`src/rtl/sum_display_scanner_if.sv`:
```
// sum_display_scanner_if: adder sum in, multiplexed 7-segment drive out
interface sum_display_scanner_if;
  logic [4:0] sum;
  logic [7:0] seg;
  logic [3:0] anode;
  modport master (output sum, input seg, anode);
  modport slave (input sum, output seg, anode);
endinterface

```
`src/rtl/sum_display_scanner.sv`:
```
// sum_display_scanner: shows a 5-bit sum as decimal (digits 1:0) and hex (digits 3:2)
// on a 4-digit active-low display, one snapshot per scan frame, with inter-digit blanking
module sum_display_scanner #(
  parameter int CLK_DIV = 50000,
  parameter int BLANK_CYC = 16
) (
  input logic mclk,
  input logic rs,
  sum_display_scanner_if.slave bus
);
  localparam int W = $clog2(CLK_DIV);
  logic [W-1:0] cnt_q, cnt_d, blank_q, blank_d;
  logic [1:0] idx_q, idx_d, tens;
  logic [4:0] snap_q, snap_d;
  logic live_q, live_d, tick, dark;
  logic [7:0] seg_q, seg_d;
  logic [3:0] anode_q, anode_d, units, nib;
  function automatic logic [7:0] seg7(input logic [3:0] v);
    case (v)
      4'h0: seg7 = 8'hC0;
      4'h1: seg7 = 8'hF9;
      4'h2: seg7 = 8'hA4;
      4'h3: seg7 = 8'hB0;
      4'h4: seg7 = 8'h99;
      4'h5: seg7 = 8'h92;
      4'h6: seg7 = 8'h82;
      4'h7: seg7 = 8'hF8;
      4'h8: seg7 = 8'h80;
      4'h9: seg7 = 8'h90;
      4'hA: seg7 = 8'h88;
      4'hB: seg7 = 8'h83;
      4'hC: seg7 = 8'hC6;
      4'hD: seg7 = 8'hA1;
      4'hE: seg7 = 8'h86;
      default: seg7 = 8'h8E;
    endcase
  endfunction
  // Outputs are computed from next-state values so they change on the same edge as the state
  always_comb begin
    tick = cnt_q == W'(CLK_DIV - 1);
    cnt_d = tick ? '0 : cnt_q + W'(1);
    idx_d = tick ? idx_q + 2'd1 : idx_q;
    snap_d = (tick && idx_q == 2'd3) ? bus.sum : snap_q;
    blank_d = tick ? W'(BLANK_CYC) : (blank_q != '0 ? blank_q - W'(1) : blank_q);
    live_d = live_q | tick;
    tens = snap_d >= 5'd30 ? 2'd3 : snap_d >= 5'd20 ? 2'd2 : snap_d >= 5'd10 ? 2'd1 : 2'd0;
    units = 4'(snap_d - 5'(tens) * 5'd10);
    nib = idx_d == 2'd0 ? units : idx_d == 2'd1 ? {2'b00, tens} : idx_d == 2'd2 ? snap_d[3:0] : {3'b000, snap_d[4]};
    dark = !live_d || blank_d != '0;
    seg_d = (dark || (idx_d == 2'd1 && tens == 2'd0)) ? 8'hFF : seg7(nib);
    anode_d = dark ? 4'hF : ~(4'b0001 << idx_d);
  end
  always_ff @(posedge mclk or posedge rs)
    if (rs) begin
      cnt_q <= '0;
      blank_q <= '0;
      idx_q <= 2'd3;
      snap_q <= '0;
      live_q <= 1'b0;
      seg_q <= 8'hFF;
      anode_q <= 4'hF;
    end else begin
      cnt_q <= cnt_d;
      blank_q <= blank_d;
      idx_q <= idx_d;
      snap_q <= snap_d;
      live_q <= live_d;
      seg_q <= seg_d;
      anode_q <= anode_d;
    end
  assign bus.seg = seg_q;
  assign bus.anode = anode_q;
endmodule

```
`src/flat_wrapper.sv`:
```
// flat-port wrapper written by rule: the top's interface ports become plain ports
module sum_display_scanner_flat 
#(
  parameter int CLK_DIV = 50000,
  parameter int BLANK_CYC = 16
)
  (mclk, rs, bus_sum, bus_seg, bus_anode);
  sum_display_scanner_if bus_i ();
  input logic mclk;
  input logic rs;
  input wire logic [$bits(bus_i.sum)-1:0] bus_sum;
  output wire logic [$bits(bus_i.seg)-1:0] bus_seg;
  output wire logic [$bits(bus_i.anode)-1:0] bus_anode;
  assign bus_i.sum = bus_sum;
  assign bus_seg = bus_i.seg;
  assign bus_anode = bus_i.anode;
  sum_display_scanner #(.CLK_DIV(CLK_DIV), .BLANK_CYC(BLANK_CYC)) u_core (.mclk(mclk), .rs(rs), .bus(bus_i));
endmodule
```
`config.mk`:
```
export PLATFORM = sky130hd
export DESIGN_NAME = sum_display_scanner_flat
export DESIGN_NICKNAME = d
export VERILOG_FILES = /design/src/rtl/sum_display_scanner_if.sv /design/src/rtl/sum_display_scanner.sv /design/src/flat_wrapper.sv
export SDC_FILE = /design/constraint.sdc
export NUM_CORES = 1
export LEC_CHECK = 0
export ABC_AREA = 1
export CORE_MARGIN = 1
export CORE_UTILIZATION = 49
export CTS_CLUSTER_SIZE = 14
export DETAILED_ROUTE_END_ITERATION = 8
export PLACE_DENSITY = 0.71
export RECOVER_POWER = 25
export SLEW_MARGIN = 15
export SYNTH_ARGS = -nofsm -noshare
export SYNTH_HDL_FRONTEND = slang
export SYNTH_SLANG_ARGS = --single-unit
```
`constraint.sdc`:
```
create_clock -name mclk -period 4.9 [get_ports mclk]
set_clock_uncertainty 0.15 [all_clocks]
set_input_delay 0.98 -clock mclk [delete_from_list [all_inputs] [get_ports mclk]]
set_output_delay 0.98 -clock mclk [all_outputs]
set_load 0.1 [all_outputs]
```
==> metrics, run 1 <==
Max IR drop VDD=0.107 mV; sequential power share=58.9%; R2R depth=18; largest fanout on the critical path=8; Setup crit start kind=register; Crit Path Class=reg -> reg; combinational share of power=2.3%; crit-path most repeated cell=nand3_1; die height=84.1 um; post-synthesis instance area=3300 um^2; Int Pwr=0.557 mW; Final period util=71.3%; antenna cells=0; vias in the first global route=2637; fillers=619; RSZ-0062 raised after global routing=false; Starting Density=51.4%; Worst-Skew Late Latency=0.30 ns; Crit path largest cell delay=0.43 ns; post-CTS setup buffers=0; CTS Buf Count=5; area growth from synthesis to layout=9.21%; first-pass GRT wire length=11500 um; H-tree depth=2; Pins Over Slew Limit=52; hold path depth=1; GRT Util Overall=20.2%; Crit. End Element=register; Core ar.=6420 um^2; Mapped Nets=463; Hold EP=u_core.cnt_q[0]$_DFF_PP0_; FF-to-FF setup slack=1.40 ns; measured slew at the worst slew-check pin=2.16 ns; Iteration-0 DRC Markers=187; TritonCTS Sinks=51; status=finished with violations; sequential element share of the synthesized area=39.2%; hold path start=u_core.cnt_q[0]$_DFF_PP0_; number of gates resized after cts=0; Static Leak=2.05 nW; Clock Tree Buf Depth=2; top post-synthesis cells by area=dfrtp_1 (29%), nand2_1 (12%), dfstp_2 (10%); Power Density=198 nW/um^2; initial antenna violation count=0; beginning of the critical path=u_core.cnt_q[0]$_DFF_PP0_; First-pass DRT Iterations=5; CTS tree=built; CP Cell Sequence=ha_1 > nand3_1 > nor2_1 > nand3_1 > nand2_1 > nand2_2 > nand2_1 > nand2_1 > and3_1 > ha_1 > nor2_1 > nor2_2 > nand2_2 > inv_2 > ha_1 > o21ai_0 > nand3_1 > nand3_1; DPL Wire Length=5070 um; setup violators final=0; Syn Area/Cell=7.42 um^2; fin cells=543; number of port buffers=17; Worst-path clk slew=0.09 ns; die width=84.1 um; Hold Vio Cnt, Final=0; DR vias/cell=5.15; relative slew slack=-44.6%; total wire length=6700 um; largest net degree at the start of global routing=52; site row count=29; Worst R2R End=u_core.bus.seg[3]$_DFF_PP1_; final RePlAce weighted congestion=0.918; share of the synthesized area in the top cell type=28.8%; failing checks=capacitance limit, slew limit; worst path arrival time=3.59 ns; num ports=19; Final Util=56.1%; Fmax=0.286 GHz; CTS Hold Bufs=0; FF-to-FF Start=u_core.cnt_q[0]$_DFF_PP0_; Total Neg Setup Slack=0 ns; Cells after Synth=445; net switching power=0.157 mW; DR WL/cell=12.3 um; Required @ worst endpoint=4.99 ns; yosys warns=0; switching part of the total=22.0%; slowest stage cell on the critical path=nor2_1; DRC=0; layout cells sized above 1=12.4%; clock network power share=38.8%; Synth cell types=39; final net count=483; max cap viols=1; Root Buffer=clkbuf_8; die area=7070 um^2; vias=2794; register bit total from synthesis=51; Yosys top cell by area=dfrtp_1; Cells after DPL=535; Final ANT Viol Nets=0; GR Overflow Total=0; Tmin final=3.50 ns; HP Class=reg -> reg
## cell families after synthesis
| kind of cell | Yosys count | synth area share (%) |
|---|---|---|
| AOI/OAI and AO/OA | 24 | 4.85 |
| xor gates and xnor gates | 9 | 2.39 |
| adders and majority gates | 11 | 4.17 |
| buffers and inverters | 79 | 9.67 |
| DFF | 51 | 39.2 |
| other | 1 | 0.114 |
| and+or+nand+nor | 270 | 39.7 |
## worst max-delay path, delay by kind of cell, from the launching register on
| kind | cells | cell delay, ns |
|---|---|---|
| AO/OA/AOI/OAI | 1 | 0.20 |
| buffers and inverters | 1 | 0.06 |
| AND/OR/NAND/NOR | 13 | 1.89 |
| flip-flops | 1 | 0.38 |
| adder cells (fa/ha/maj) | 3 | 0.76 |
## power groups by stage
stage | clock, mW | sequential, mW | combinational (mW)
4_1_cts | 0.284 | 0.421 | 0.0177
2_1_floorplan | 0 | 0.429 | 0.0104
3_3_place_gp | 0 | 0.429 | 0.0175
3_5_place_dp | 0 | 0.429 | 0.0177
5_1_grt | 0.297 | 0.421 | 0.0186
6_report | 0.277 | 0.421 | 0.0162
## cells in the mapped netlist (all sizes together)
cell / count
nand2: 126
inv: 73
nor2: 73
nand3: 49
dfrtp: 38
dfstp: 13
o21ai: 13
ha: 11
nand4: 11
nand3b: 5
xor2: 5
a21oi: 4
xnor2: 4
buf: 3
nor3: 3
a31oi: 2
clkinv: 2
o21bai: 2
or2: 2
a211oi: 1
and3: 1
clkbuf: 1
conb: 1
o211ai: 1
o22ai: 1
## per-layer routing
metal	global-route usage [%]	part of all wire (%)	up-vias
li1	-	-	1424
met1	25.3	46	1307
met2	36.2	50	57
met3	2.37	2.6	6
met4	6.11	0.88	0
met5	0	0	-
## state kept, by name (all words and copies together) (netlist names)
register and cells:
u_core.blank_q 16, u_core.cnt_q 16, u_core.bus.seg 7, u_core.snap_q 5, u_core.bus.anode 4, u_core.idx_q 2
u_core.live_q 1
## how the worst max path moves through the flow
| stage | end | slack (ns) | depth (start not counted) |
|---|---|---|---|
| global route | u_core.bus.seg[3]$_DFF_PP1_ | 1.08 | 18 |
| finish | u_core.bus.seg[3]$_DFF_PP1_ | 1.40 | 18 |
| floorplan | u_core.bus.seg[1]$_DFF_PP1_ | 1.94 | 20 |
| global placement | u_core.bus.seg[1]$_DFF_PP1_ | 1.36 | 19 |
| detailed placement | u_core.bus.seg[3]$_DFF_PP1_ | 1.31 | 16 |
| CTS | u_core.bus.seg[3]$_DFF_PP1_ | 1.61 | 16 |
## cells in the final DEF, fill, tap and decap left out, types with 2 or more instances in the layout
cell             synthesis  layout
nand2_1                107     110
inv_1                   68      67
nor2_1                  64      66
nand3_1                 44      46
dfrtp_1                 38      38
clkdlybuf4s50_1          0      14
dfstp_2                 13      13
nand2_2                 13      11
nand4_1                 11      11
ha_1                    11      11
o21ai_0                  9       9
inv_2                    5       5
nor2_4                   7       5
xor2_1                   5       5
nand3b_1                 5       5
clkbuf_8                 0       5
nand2_4                  5       4
xnor2_1                  4       4
a21oi_1                  3       3
nor3_1                   3       3
dlygate4sd3_1            0       3
clkinvlp_2               0       2
o21ai_4                  2       2
nor2_2                   2       2
nand3_2                  4       2
a31oi_1                  2       2
o21bai_1                 2       2
o21ai_1                  2       2
## layout make-up
| cell class | count | area (um^2) | share of cell area (%) |
|---|---|---|---|
| well taps | 77 | 96.3 | 2.67 |
| multi-input cells | 315 | 1650 | 45.8 |
| inverters | 75 | 289 | 8.02 |
| flip-flops and latches | 51 | 1290 | 35.9 |
| clock buffers | 7 | 97.6 | 2.71 |
| repair buffers | 17 | 170 | 4.72 |
| clock inverters | 1 | 7.51 | 0.208 |
## metrics by stage
stage | cell area [um^2] | total power [mW] | hold slack [ns] | setup slack (ns)
2_1_floorplan | 3300 | 0.439 | 0.279 | 1.94
3_3_place_gp | 3540 | 0.446 | 0.295 | 1.36
3_5_place_dp | 3540 | 0.447 | 0.300 | 1.31
4_1_cts | 3640 | 0.723 | 0.313 | 1.61
5_1_grt | 3600 | 0.737 | 0.357 | 1.08
6_report | 3600 | 0.715 | 0.319 | 1.40
Note: power is estimated with default switching activity, not from simulation.
==> run 2: changes to the inputs <==
--- a/config.mk
+++ b/config.mk
@@ -10,7 +10,7 @@
 export CORE_UTILIZATION = 49
 export CTS_CLUSTER_SIZE = 14
 export DETAILED_ROUTE_END_ITERATION = 8
-export PLACE_DENSITY = 0.71
+export PLACE_DENSITY = 0.73
 export RECOVER_POWER = 25
 export SLEW_MARGIN = 15
 export SYNTH_ARGS = -nofsm -noshare
==> constraint.sdc (replaced) <==
create_clock -name mclk -period 3.17 [get_ports mclk]
set_clock_uncertainty 0.15 [all_clocks]
set_input_delay 0.634 -clock mclk [delete_from_list [all_inputs] [get_ports mclk]]
set_output_delay 0.634 -clock mclk [all_outputs]
set_load 0.1 [all_outputs]
==> run 2 against run 1 <==
Compared with the run above:
- the flow now finishes without violations
- first-iteration DRC count decreased by 0.53%
- die area unchanged
- largest power group unchanged
- cell count increased by 4.1%
- sequential share of layout area decreased by 2.3 points
- design area increased by 7.2%
- register-to-register slack got worse by 1.2 ns
- fmax increased by 18%
- count of clock-buffer cells in the layout decreased by 2
==> metrics, run 2 (synthesized netlist as in run 1, its figures left out) <==
antenna cells=0 (unchanged); status=finished, final reports clean; Worst R2R End=u_core.bus.seg[3]$_DFF_PP1_; Crit Path Class=reg -> reg; Crit path largest cell delay=0.41 ns (-0.02 ns); crit-path most repeated cell=nand2_2; Max IR drop VDD=0.142 mV (+33%); total wire length=7190 um (+7.4%); final RePlAce weighted congestion=0.932 (+1.5%); Power Density=274 nW/um^2 (+38%); die width=84.1 um (unchanged); combinational share of power=2.6% (+0.3 points); initial antenna violation count=0 (unchanged); DR vias/cell=4.98 (-3.3%); Iteration-0 DRC Markers=186 (-0.53%); post-placement cell area=3590 um^2 (+1.6%); final net count=505 (+4.6%); Crit. End Element=register; Worst-Skew Late Latency=0.30 ns (about the same); GRT Util Overall=22.1% (+1.9 points); Setup crit start kind=register; Fmax=0.336 GHz (+18%); site row count=29 (unchanged); Final ANT Viol Nets=0 (unchanged); Starting Density=51.4% (unchanged); Root Buffer=clkbuf_8; switching part of the total=23.1% (+1.1 points); pre-CTS WS=-0.0127 ns (-1.32 ns); H-tree depth=2 (unchanged); max cap viols=0 (-1); largest net degree at the start of global routing=23 (-56%); FF-to-FF setup slack=0.20 ns (-1.21 ns); Clock Tree Buf Depth=2 (unchanged); CP Cell Sequence=nor2_2 > nand3_2 > nor2_4 > nand3_4 > nand2_2 > nand2_4 > nor2_4 > nand2_2 > and3_4 > ha_1 > nor2_2 > nor2_2 > nand2_2 > buf_4 > ha_1 > nand2_2 > o21ai_0 > nand2_1 > nand3_1; fin cells=565 (+4.1%); Core ar.=6420 um^2 (unchanged); TritonCTS Sinks=51 (unchanged); Pins Over Slew Limit=0 (-100%); Hold Vio Cnt, Final=0 (unchanged); number of port buffers=17 (unchanged); DRC=0 (unchanged); DPL Wire Length=5430 um (+7.2%); measured slew at the worst slew-check pin=0.857 ns (-1.30 ns); vias=2811 (+0.61%); fillers=583 (-5.8%); setup violators final=0 (unchanged); Tmin final=2.97 ns (-0.521 ns); Final Util=60.1% (+4.0 points); Final period util=93.8% (+22 points); CTS Buf Count=5 (unchanged); area growth from synthesis to layout=17.0%; Final Cell Area=3860 um^2 (+7.2%); most frequent cells in the layout=nand2_1 (103), inv_1 (67), nor2_1 (61); GR Overflow Total=0 (unchanged); Total Neg Setup Slack=0 ns (unchanged); relative slew slack=42.8% (+87 points); worst path arrival time=3.06 ns (-0.53 ns); first-pass GRT wire length=12500 um (+8.3%); most common cell after layout, fill and taps aside=nand2_1; num ports=19 (unchanged); final worst slack=0.196 ns (-1.21 ns); FF-to-FF Start=u_core.cnt_q[5]$_DFF_PP0_; Critical path destination=u_core.bus.seg[3]$_DFF_PP1_; CTS tree=built; clock network power share=35.9% (-2.9 points); die height=84.1 um (unchanged); beginning of the critical path=u_core.cnt_q[5]$_DFF_PP0_; Worst-path clk slew=0.10 ns (about the same); First-pass DRT Iterations=5 (unchanged); R2R depth=19 (+1); vias in the first global route=2827 (+7.2%); net switching power=0.245 mW (+56%); largest fanout on the critical path=6 (-2); Static Leak=2.19 nW (+6.8%); Int Pwr=0.814 mW (+46%); Cells after DPL=546 (+2.1%); sequential power share=61.5% (+2.6 points); slowest stage cell on the critical path=dfrtp_1; HP Class=reg -> reg; Required @ worst endpoint=3.25 ns (-1.74 ns); layout cells sized above 1=23.2% (+11 points); DR WL/cell=12.7 um (+3.2%); die area=7070 um^2 (unchanged)
==> run 2: cell types whose count changed in the layout (fill, tap and decap cells not counted), moves of 4 or more <==
cell	previous run	this run
buf_4	0	31
clkdlybuf4s50_1	14	5
nand2_1	110	103
nand2_2	11	15
nor2_1	66	61
==> run 2: final cells by class <==
cell class	instances	area (um^2)	share of cell area, %
inverters	75	292	7.55
clock inverters	3	17.5	0.454
flip-flops and latches	51	1300	33.6
well taps	77	96.3	2.49
clock buffers	5	68.8	1.78
repair buffers	39	308	7.97
multi-input cells	315	1780	46.2
==> run 2: metrics by stage <==
stage	hold WS, ns	total power, mW
global route	0.367	1.10
CTS	0.319	1.08
detailed placement	0.304	0.693
floorplan	0.279	0.679
finish	0.343	1.06
global placement	0.294	0.692
==> run 2: critical path: cells and delay by family (launching register included) <==
| family | cells | cell delay, ns |
|---|---|---|
| AOI/OAI and AO/OA | 1 | 0.09 |
| adders and majority gates | 2 | 0.48 |
| and+or+nand+nor | 15 | 1.64 |
| buffers and inverters | 1 | 0.13 |
| DFF | 1 | 0.41 |
==> run 2: how the worst min path moves through the flow <==
stage | depth (start not counted) | end | startpoint
after floorplan | 1 | u_core.cnt_q[0]$_DFF_PP0_ | u_core.cnt_q[0]$_DFF_PP0_
after global placement | 1 | u_core.cnt_q[0]$_DFF_PP0_ | u_core.cnt_q[0]$_DFF_PP0_
after detailed placement | 1 | u_core.cnt_q[0]$_DFF_PP0_ | u_core.cnt_q[0]$_DFF_PP0_
after CTS | 1 | u_core.cnt_q[0]$_DFF_PP0_ | u_core.cnt_q[0]$_DFF_PP0_
after global routing | 1 | u_core.live_q$_DFF_PP0_ | u_core.live_q$_DFF_PP0_
final | 1 | u_core.live_q$_DFF_PP0_ | u_core.live_q$_DFF_PP0_
==> run 2: repair_timing <==
action                     in CTS  in global routing
gates resized for setup         0                 24
setup endpoints to repair       0                  7
hold buffers                    0                  0
setup buffers                   0                 11
==> run 2: power groups by stage <==
stage / registers (mW) / logic [mW] / clock network, mW
finish: 0.651 / 0.0274 / 0.380
floorplan: 0.663 / 0.0161 / 0
detailed placement: 0.663 / 0.0297 / 0
global route: 0.651 / 0.0312 / 0.421
CTS: 0.651 / 0.0298 / 0.396
global placement: 0.663 / 0.0293 / 0
==> run 2: routing by layer <==
metal / global-route usage (%) / wire (um) / up-vias
li1: - / - / 1478
met1: 27.8 / 3290 / 1262
met5: 0 / 0 / -
met2: 38.7 / 3520 / 56
met3: 2.57 / 200 / 15
met4: 8.62 / 179 / 0
==> run 3: changes to the inputs <==
--- a/config.mk
+++ b/config.mk
@@ -6,7 +6,7 @@
 export NUM_CORES = 1
 export LEC_CHECK = 0
 export ABC_AREA = 1
-export CORE_MARGIN = 1
+export CORE_MARGIN = 8
 export CORE_UTILIZATION = 49
 export CTS_CLUSTER_SIZE = 14
 export DETAILED_ROUTE_END_ITERATION = 8
==> run 3 against run 2 <==
Compared with the run above:
- non-clock buffer count down 6
- core utilization down 2.7 points
- global-route usage down 7.3 points
- sequential share of layout area up 0.43 points
- die area up 36%
==> metrics, run 3 (synthesized netlist as in run 1, its figures left out) <==
status=finished, final reports clean; relative slew slack=56.4% (+14 points); most common cell after layout, fill and taps aside=nand2_1; DR vias/cell=5.05 (+1.5%); Crit path largest cell delay=0.41 ns (about the same); largest fanout on the critical path=6 (unchanged); area growth from synthesis to layout=15.7%; CTS Buf Count=5 (unchanged); number of port buffers=17 (unchanged); vias=2838 (+0.96%); Clock Tree Buf Depth=2 (unchanged); most frequent cells in the layout=nand2_1 (104), inv_1 (66), nor2_1 (61); Required @ worst endpoint=3.27 ns (+0.02 ns); initial antenna violation count=0 (unchanged); Setup crit start kind=register; Root Buffer=clkbuf_8; CTS tree=built; first-pass GRT wire length=12000 um (-4.1%); DPL Wire Length=5340 um (-1.7%); layout cells sized above 1=22.2% (-0.96 points); max cap viols=0 (unchanged); site row count=30 (+3.4%); top layer reached by signal wires=met4; CP bufs+invs=3 (+2); num ports=19 (unchanged); measured slew at the worst slew-check pin=0.653 ns (-0.204 ns); First-pass DRT Iterations=4 (-1); DRC=0 (unchanged); crit-path most repeated cell=nand2_1; Core ar.=6640 um^2 (+3.4%); FF-to-FF Start=u_core.cnt_q[5]$_DFF_PP0_; largest net degree at the start of global routing=32 (+39%); Final Cell Area=3820 um^2 (-1.2%); TritonCTS Sinks=51 (unchanged); Worst R2R End=u_core.bus.seg[1]$_DFF_PP1_; Hold Vio Cnt, Final=0 (unchanged); Crit. End Element=register; post-placement cell area=3600 um^2 (+0.10%); die width=98.1 um (+17%); worst path arrival time=3.03 ns (-0.03 ns); CP Cell Sequence=nor2_2 > nand3_4 > nor2_4 > nand3_4 > nand2_1 > nand2_2 > nand2_1 > nand2_1 > and3_1 > ha_1 > nor2_2 > nor2_2 > nand2_2 > inv_2 > ha_4 > inv_1 > nor2_1 > nand3_1 > nand2_1 > inv_1 > nand2_1; GR Overflow Total=0 (unchanged); Fmax=0.341 GHz (+1.3%); met1 WL=3030 um (-7.8%); Max IR drop VDD=0.168 mV (+18%); antenna cells=0 (unchanged); Final ANT Viol Nets=0 (unchanged); final net count=499 (-1.2%); FF-to-FF setup slack=0.23 ns (+0.04 ns); Tmin final=2.94 ns (-0.0391 ns); Crit Path Class=reg -> reg; vias in the first global route=2700 (-4.5%); H-tree depth=2 (unchanged); Hold EP=u_core.live_q$_DFF_PP0_; hold path start=u_core.live_q$_DFF_PP0_; total wire length=7020 um (-2.4%); CTS Hold Bufs=0 (unchanged); Iteration-0 DRC Markers=142 (-24%); die area=9620 um^2 (+36%); die height=98.1 um (+17%); Worst-Skew Late Latency=0.30 ns (about the same); met2 wire length=3650 um (+3.8%); DR WL/cell=12.5 um (-1.9%); routed wl met3=261 um (+31%); final RePlAce weighted congestion=0.885 (-5.1%); Pins Over Slew Limit=0 (unchanged); GRT Util Overall=14.8% (-7.3 points); Starting Density=49.7% (-1.7 points); HP Class=reg -> reg; Worst-path clk slew=0.10 ns (about the same); Final period util=92.6% (-1.2 points); family with the most delay on the worst path=simple AND/OR/NAND/NOR gates; slowest stage cell on the critical path=dfrtp_1; setup violators final=0 (unchanged); hold path depth=1 (unchanged); Power Density=279 nW/um^2 (+1.9%); Static Leak=2.14 nW (-2.5%); R2R depth=21 (+2); Final Util=57.5% (-2.7 points)
[run 3: what timing repair did]
item,in CTS,in global routing
buffers inserted,0,5
setup endpoints to repair,0,6
gates resized for setup,0,21
[run 3: layer usage]
metal | global-route usage, % | vias up
met5 | 0 | -
met4 | 5.40 | 0
met3 | 1.92 | 6
met2 | 26.6 | 64
met1 | 17.6 | 1312
li1 | - | 1456
[run 3: cell type report]
type | count | area (um^2)
Clock buffer | 6 | 72.6
Clock inverter | 2 | 16.3
Fill cell | 603 | 2830
Inverter | 75 | 292
Multi-Input combinational cell | 315 | 1780
Sequential cell | 51 | 1300
Tap cell | 80 | 100
Timing Repair Buffer | 33 | 263
[run 3: how the worst max path moves through the flow]
stage                              start  cells after the start                          end
6_report       u_core.cnt_q[5]$_DFF_PP0_                     21  u_core.bus.seg[1]$_DFF_PP1_
3_3_place_gp                  bus_sum[4]                     17  u_core.bus.seg[1]$_DFF_PP1_
4_1_cts        u_core.cnt_q[0]$_DFF_PP0_                     21  u_core.bus.seg[1]$_DFF_PP1_
3_5_place_dp                  bus_sum[2]                     18  u_core.bus.seg[1]$_DFF_PP1_
5_1_grt        u_core.cnt_q[1]$_DFF_PP0_                     19  u_core.bus.seg[6]$_DFF_PP1_
2_1_floorplan  u_core.idx_q[0]$_DFF_PP1_                     20  u_core.bus.seg[1]$_DFF_PP1_
[run 3: per-stage QoR]
step / hold slack [ns] / setup WS (ns) / power (mW) / TNS [ns] / cells
after detailed placement: 0.298 / -0.00809 / 0.693 / -0.00809 / 549
after CTS: 0.311 / 0.0885 / 1.08 / 0 / 557
after floorplan: 0.279 / 0.210 / 0.679 / 0 / 445
after global routing: 0.369 / -0.0166 / 1.11 / -0.0310 / 562
final: 0.355 / 0.235 / 1.07 / 0 / 562
after global placement: 0.295 / 0.0611 / 0.692 / 0 / 549
[run 3: where the power goes]
| group | leakage [nW] | total [mW] | internal (mW) | switching [mW] |
|---|---|---|---|---|
| registers | 0.625 | 0.651 | 0.651 | 0 |
| clock network | 0.0418 | 0.387 | 0.159 | 0.227 |
| logic | 1.47 | 0.0283 | 0.00841 | 0.0199 |
